--- src/rtl/bsg_rr_arb_idx_reg_if.sv ---
// Handshake bundle between requesters, the round-robin arbiter and the
// downstream one-hot index decoder.
interface bsg_rr_arb_idx_reg_if #(
  parameter int inputs_p    = 16,
  parameter int lg_inputs_p = $clog2(inputs_p)
);
  logic [inputs_p-1:0]    reqs_i;
  logic [inputs_p-1:0]    yumi_o;
  logic                   v_o;
  logic [lg_inputs_p-1:0] idx_o;
  logic                   ready_i;

  // master: requester/consumer side driving the arbiter
  modport master (output reqs_i, ready_i, input yumi_o, v_o, idx_o);
  modport slave  (input reqs_i, ready_i, output yumi_o, v_o, idx_o);
endinterface

--- src/rtl/bsg_rr_arb_idx_reg.sv ---
// Registered round-robin arbiter: picks one requester per cycle with rotating
// priority and holds the winner's binary index in a single-entry output register.
module bsg_rr_arb_idx_reg #(
  parameter int inputs_p = 16
) (
  input  logic                    clk_i,
  input  logic                    reset_n_i,
  bsg_rr_arb_idx_reg_if.slave     arb
);
  localparam int lg_inputs_p = $clog2(inputs_p);
  localparam logic [lg_inputs_p-1:0] LastIdx = lg_inputs_p'(inputs_p - 1);

  logic                   v_q, v_d;
  logic [lg_inputs_p-1:0] idx_q, idx_d;
  logic [lg_inputs_p-1:0] last_q, last_d;

  logic                     load_en, any_req, grant;
  logic [lg_inputs_p-1:0]   start, off, win_idx;
  logic [2*inputs_p-1:0]    dbl, dbl_sh;
  logic [inputs_p-1:0]      rot;

  assign load_en = ~v_q | arb.ready_i;
  assign any_req = |arb.reqs_i;
  // reset gating keeps yumi quiet while the register is forced empty
  assign grant   = load_en & any_req & reset_n_i;

  // Rotate so the scan start lands at bit 0; power-of-two width makes the
  // index arithmetic wrap for free.
  assign start  = last_q + 1'b1;
  assign dbl    = {arb.reqs_i, arb.reqs_i};
  assign dbl_sh = dbl >> start;
  assign rot    = dbl_sh[inputs_p-1:0];

  always_comb begin
    off = '0;
    for (int k = inputs_p - 1; k >= 0; k--)
      if (rot[k]) off = k[lg_inputs_p-1:0];
  end

  assign win_idx = start + off;

  for (genvar k = 0; k < inputs_p; k++) begin : g_yumi
    localparam logic [lg_inputs_p-1:0] K = lg_inputs_p'(k);
    assign arb.yumi_o[k] = grant & (win_idx == K);
  end

  always_comb begin
    v_d    = v_q;
    idx_d  = idx_q;
    last_d = last_q;
    if (load_en) begin
      v_d = any_req;
      if (any_req) begin
        idx_d  = win_idx;
        last_d = win_idx;
      end
    end
  end

  always_ff @(posedge clk_i or negedge reset_n_i) begin
    if (!reset_n_i) begin
      v_q    <= 1'b0;
      idx_q  <= '0;
      last_q <= LastIdx;
    end else begin
      v_q    <= v_d;
      idx_q  <= idx_d;
      last_q <= last_d;
    end
  end

  assign arb.v_o   = v_q;
  assign arb.idx_o = idx_q;
endmodule

--- src/flat_wrapper.sv ---
// flat-port wrapper written by rule: the top's interface ports become plain ports
module bsg_rr_arb_idx_reg_flat 
#(
  parameter int inputs_p = 16
)
  (clk_i, reset_n_i, arb_reqs_i, arb_ready_i, arb_yumi_o, arb_v_o, arb_idx_o);
  bsg_rr_arb_idx_reg_if #(.inputs_p(inputs_p)) arb_i ();
  input  logic clk_i;
  input  logic reset_n_i;
  input wire logic [$bits(arb_i.reqs_i)-1:0] arb_reqs_i;
  input wire logic [$bits(arb_i.ready_i)-1:0] arb_ready_i;
  output wire logic [$bits(arb_i.yumi_o)-1:0] arb_yumi_o;
  output wire logic [$bits(arb_i.v_o)-1:0] arb_v_o;
  output wire logic [$bits(arb_i.idx_o)-1:0] arb_idx_o;
  assign arb_i.reqs_i = arb_reqs_i;
  assign arb_i.ready_i = arb_ready_i;
  assign arb_yumi_o = arb_i.yumi_o;
  assign arb_v_o = arb_i.v_o;
  assign arb_idx_o = arb_i.idx_o;
  bsg_rr_arb_idx_reg #(.inputs_p(inputs_p)) u_core (.clk_i(clk_i), .reset_n_i(reset_n_i), .arb(arb_i));
endmodule
--- config.mk ---
export PLATFORM = sky130hd
export DESIGN_NAME = bsg_rr_arb_idx_reg_flat
export DESIGN_NICKNAME = d
export VERILOG_FILES = /design/src/rtl/bsg_rr_arb_idx_reg_if.sv /design/src/rtl/bsg_rr_arb_idx_reg.sv /design/src/flat_wrapper.sv
export SDC_FILE = /design/constraint.sdc
export NUM_CORES = 1
export LEC_CHECK = 0
export BUFFER_PORTS_ARGS = -buffer_cell sky130_fd_sc_hd__buf_4
export CAP_MARGIN = 20
export CORE_MARGIN = 3
export CORE_UTILIZATION = 31
export DETAILED_ROUTE_END_ITERATION = 7
export PLACE_DENSITY_LB_ADDON = 0.3
export SYNTH_ARGS = -nofsm -noshare
export SYNTH_HDL_FRONTEND = slang
export SYNTH_SLANG_ARGS = --single-unit
--- constraint.sdc ---
create_clock -name clk_i -period 6.5 [get_ports clk_i]
set_input_delay 1.3 -clock clk_i [delete_from_list [all_inputs] [get_ports clk_i]]
set_output_delay 1.3 -clock clk_i [all_outputs]
set_load 0.05 [all_outputs]
==> run_results.csv <==
group,metric,value,unit
outcome,status,"completed",
finish,layout_common_cells,"43 x buf_4, 24 x nor2_1, 20 x mux2i_1, 14 x mux2_1, 13 x mux4_1",
synth,synth_cell_types,50,
grt,grt_antenna_before_repair,0,
clocking,cts_tree,"built",
sta,relSlewSlack,64.2,%
placement,portBuffers,39,
sta,skew,0.00203,ns
hold_path,min_path_cells,1,
placement,dpl_cell_area,2190,um^2
die,rows,27,
die,die-area,6910,um^2
finish,stdcell_count,283,
clocking,clk_latency,0.23,ns
finish,final_common_cell,"buf_4",
clocking,clk_path_buf_depth,2,
synth,synth_cells,171,
clocking,cts_hold_buf,0,
die,core,5640,um^2
clocking,clockRootBuffer,"clkbuf_8",
hold_path,min_from,"u_core.arb.idx_o[1]",
synth,ys_warn_count,0,
synth,syn_area_per_cell,10.8,um^2
critical_path,cp_max_fo,7,
synth,ys_seq_elements,9,
sta,setup_tns,0,ns
synth,ys_seq_area_share,12.5,%
critical_path,end_kind,"output port",
sta,worstMarginPinSlew,0.535,ns
critical_path,worstPathArrival,4.63,ns
grt,grt.total_usage,12.7,%
critical_path,r2r_start,"u_core.last_q[1]",
synth,synthFlopType,"dfrtp_1",
sta,rsz0062_at_grt,"no",
critical_path,required,5.20,ns
critical_path,slowest_stage,"mux4_1",
sta,setup_viol,0,
hold_path,holdPathEnd,"u_core.arb.idx_o[1]",
detailed_routing,first_pass_iters,6,
critical_path,setup.worst_path.start_class,"input port",
synth,synth_area,1850,um^2
detailed_routing,via_per_inst,5.42,
grt,grt-ovfl-total,0,
sta,hold_viol,0,
die,fp.dieW,83.2,um
clocking,cts_buffers,3,
grt,grt_pass1_vias,1477,
die,io_pins,40,
sta,timing.final.crit_share,91.2,%
detailed_routing,antenna_left,0,
sta,fin_hold_ws,0.503,ns
clocking,numClockSinks,9,
detailed_routing,drt_iter0_markers,106,
critical_path,crit_family,"multiplexers",
sta,layout_min_cycle_time,5.93,ns
detailed_routing,drcViolationCount,0,
clocking,clkTransAtPathRegs,0.04,ns
finish,nets,236,
grt,grt_pass1_wl,7500,um
critical_path,rr_worst_depth,15,
critical_path,cp_cell_sequence,"buf_4 -> mux2_1 -> mux4_1 -> o21ai_0 -> nand3_1 -> o311ai_1 -> o21a_1 -> ha_1 -> fa_1 -> nor3b_1 -> nand2_1 -> nor2_1 -> buf_4",
critical_path,crit_path_max_incr_delay,0.60,ns
critical_path,path_class,"input port to output port",
finish,n_antenna_cell,0,
critical_path,worst-path-stages,13,
critical_path,timing.rr.end,"u_core.arb.idx_o[3]",
synth,async_flop_share,100,%
placement,gp_congestion,0.791,
flow_run,maxCapViolations,0,
detailed_routing,routed_wl,4400,um
placement,dpl.hpwl,3620,um
grt,grt_max_degree,21,
critical_path,critPathBufInv,2,
critical_path,crit_top_cell,"buf_4",
finish,area_delta_synth_final,21.3,%
sta,fmax,169,MHz
finish,final_cell_area,2240,um^2
detailed_routing,vias,1535,
die,fp.dieH,83.2,um
sta,drv_slew,0,
finish,fillers,551,
synth,synth_enable_flop_cells,0,
finish,drive_gt1_share,35.1,%
critical_path,r2r_setup_slack,2.13,ns
critical_path,cp-startpoint,"arb_reqs_i[1]",
detailed_routing,wl_per_cell,15.6,um
hold_path,hold_class,"register to register",
die,start_util,32.7,%
placement,numPlacedInstances,279,
clocking,htree_levels,1,
synth,synth_nets,195,
==> registers in the layout, summed over array words and instances, names as in the netlist <==
name,cells
u_core.arb.v_o,1
u_core.arb.idx_o,4
u_core.last_q,4
==> logic make-up after synthesis <==
kind of cell / synth area share (%)
fa+ha+maj: 3.80
simple gates: 18.4
xor+xnor: 6.37
compound gates: 7.39
flops: 12.5
mux: 46.2
buf+inv: 5.29
==> worst max path at each step <==
| stage | end | slack, ns |
|---|---|---|
| 2_1_floorplan | arb_yumi_o[12] | 0.66 |
| 3_3_place_gp | arb_yumi_o[5] | 0.58 |
| 3_5_place_dp | arb_yumi_o[5] | 0.58 |
| 4_1_cts | arb_yumi_o[5] | 0.31 |
| 5_1_grt | arb_yumi_o[8] | 0.19 |
| 6_report | arb_yumi_o[4] | 0.57 |
==> metal layers <==
layer,GRT usage [%],vias up,wire length (um)
met4,1.93,0,34
li1,-,755,-
met2,21.4,20,2150
met1,17.9,756,2130
met5,0,-,0
met3,1.19,4,87
==> final cells by class <==
class                   count  area (um^2)  share of cell area, %
multi-input cells         151         1520                   67.9
repair buffers             43          323                   14.4
flip-flops and latches      9          230                   10.3
well taps                  72         90.1                   4.02
clock buffers               4         45.0                   2.01
inverters                   4         30.0                   1.34
==> what timing repair did <==
action	4_1_cts	5_1_grt
gates resized for setup	0	1
setup endpoints to repair	0	11
buffers inserted	0	0
==> per-stage QoR <==
stage | util, % | setup WS (ns)
after floorplan | - | 0.658
after global routing | 39.7 | 0.188
after CTS | 39.6 | 0.306
final | 39.7 | 0.571
after detailed placement | 38.8 | 0.579
after global placement | 38.8 | 0.584
==> cell usage after synthesis (3+ instances only) <==
library cell	n	area share (%)
mux2_1	14	8.5
nor4_1	4	1.4
xnor2_2	3	2.6
dfstp_2	4	5.7
mux2_2	5	3.1
nand3_1	5	1.4
buf_6	3	1.8
dfrtp_1	5	6.8
a21oi_1	3	0.81
mux4_1	13	19
nand2_1	12	2.4
ha_1	4	2.7
nor2_1	24	4.9
mux4_2	3	3.7
mux2i_1	20	11
nand4_1	5	1.7
o21ai_0	3	0.81
==> worst reg2reg max path: cells and delay by family, from the launching register on <==
family,cells,cell delay [ns]
AND/OR/NAND/NOR,1,0.06
buffers and inverters,1,0.23
XOR/XNOR,2,0.59
AO/OA/AOI/OAI,5,0.93
adder cells (fa/ha/maj),2,0.73
multiplexers,4,1.23
flip-flops,1,0.57
Power is not shown: default switching activity piles up to over one toggle a cycle in this logic, so the estimate is an artifact.
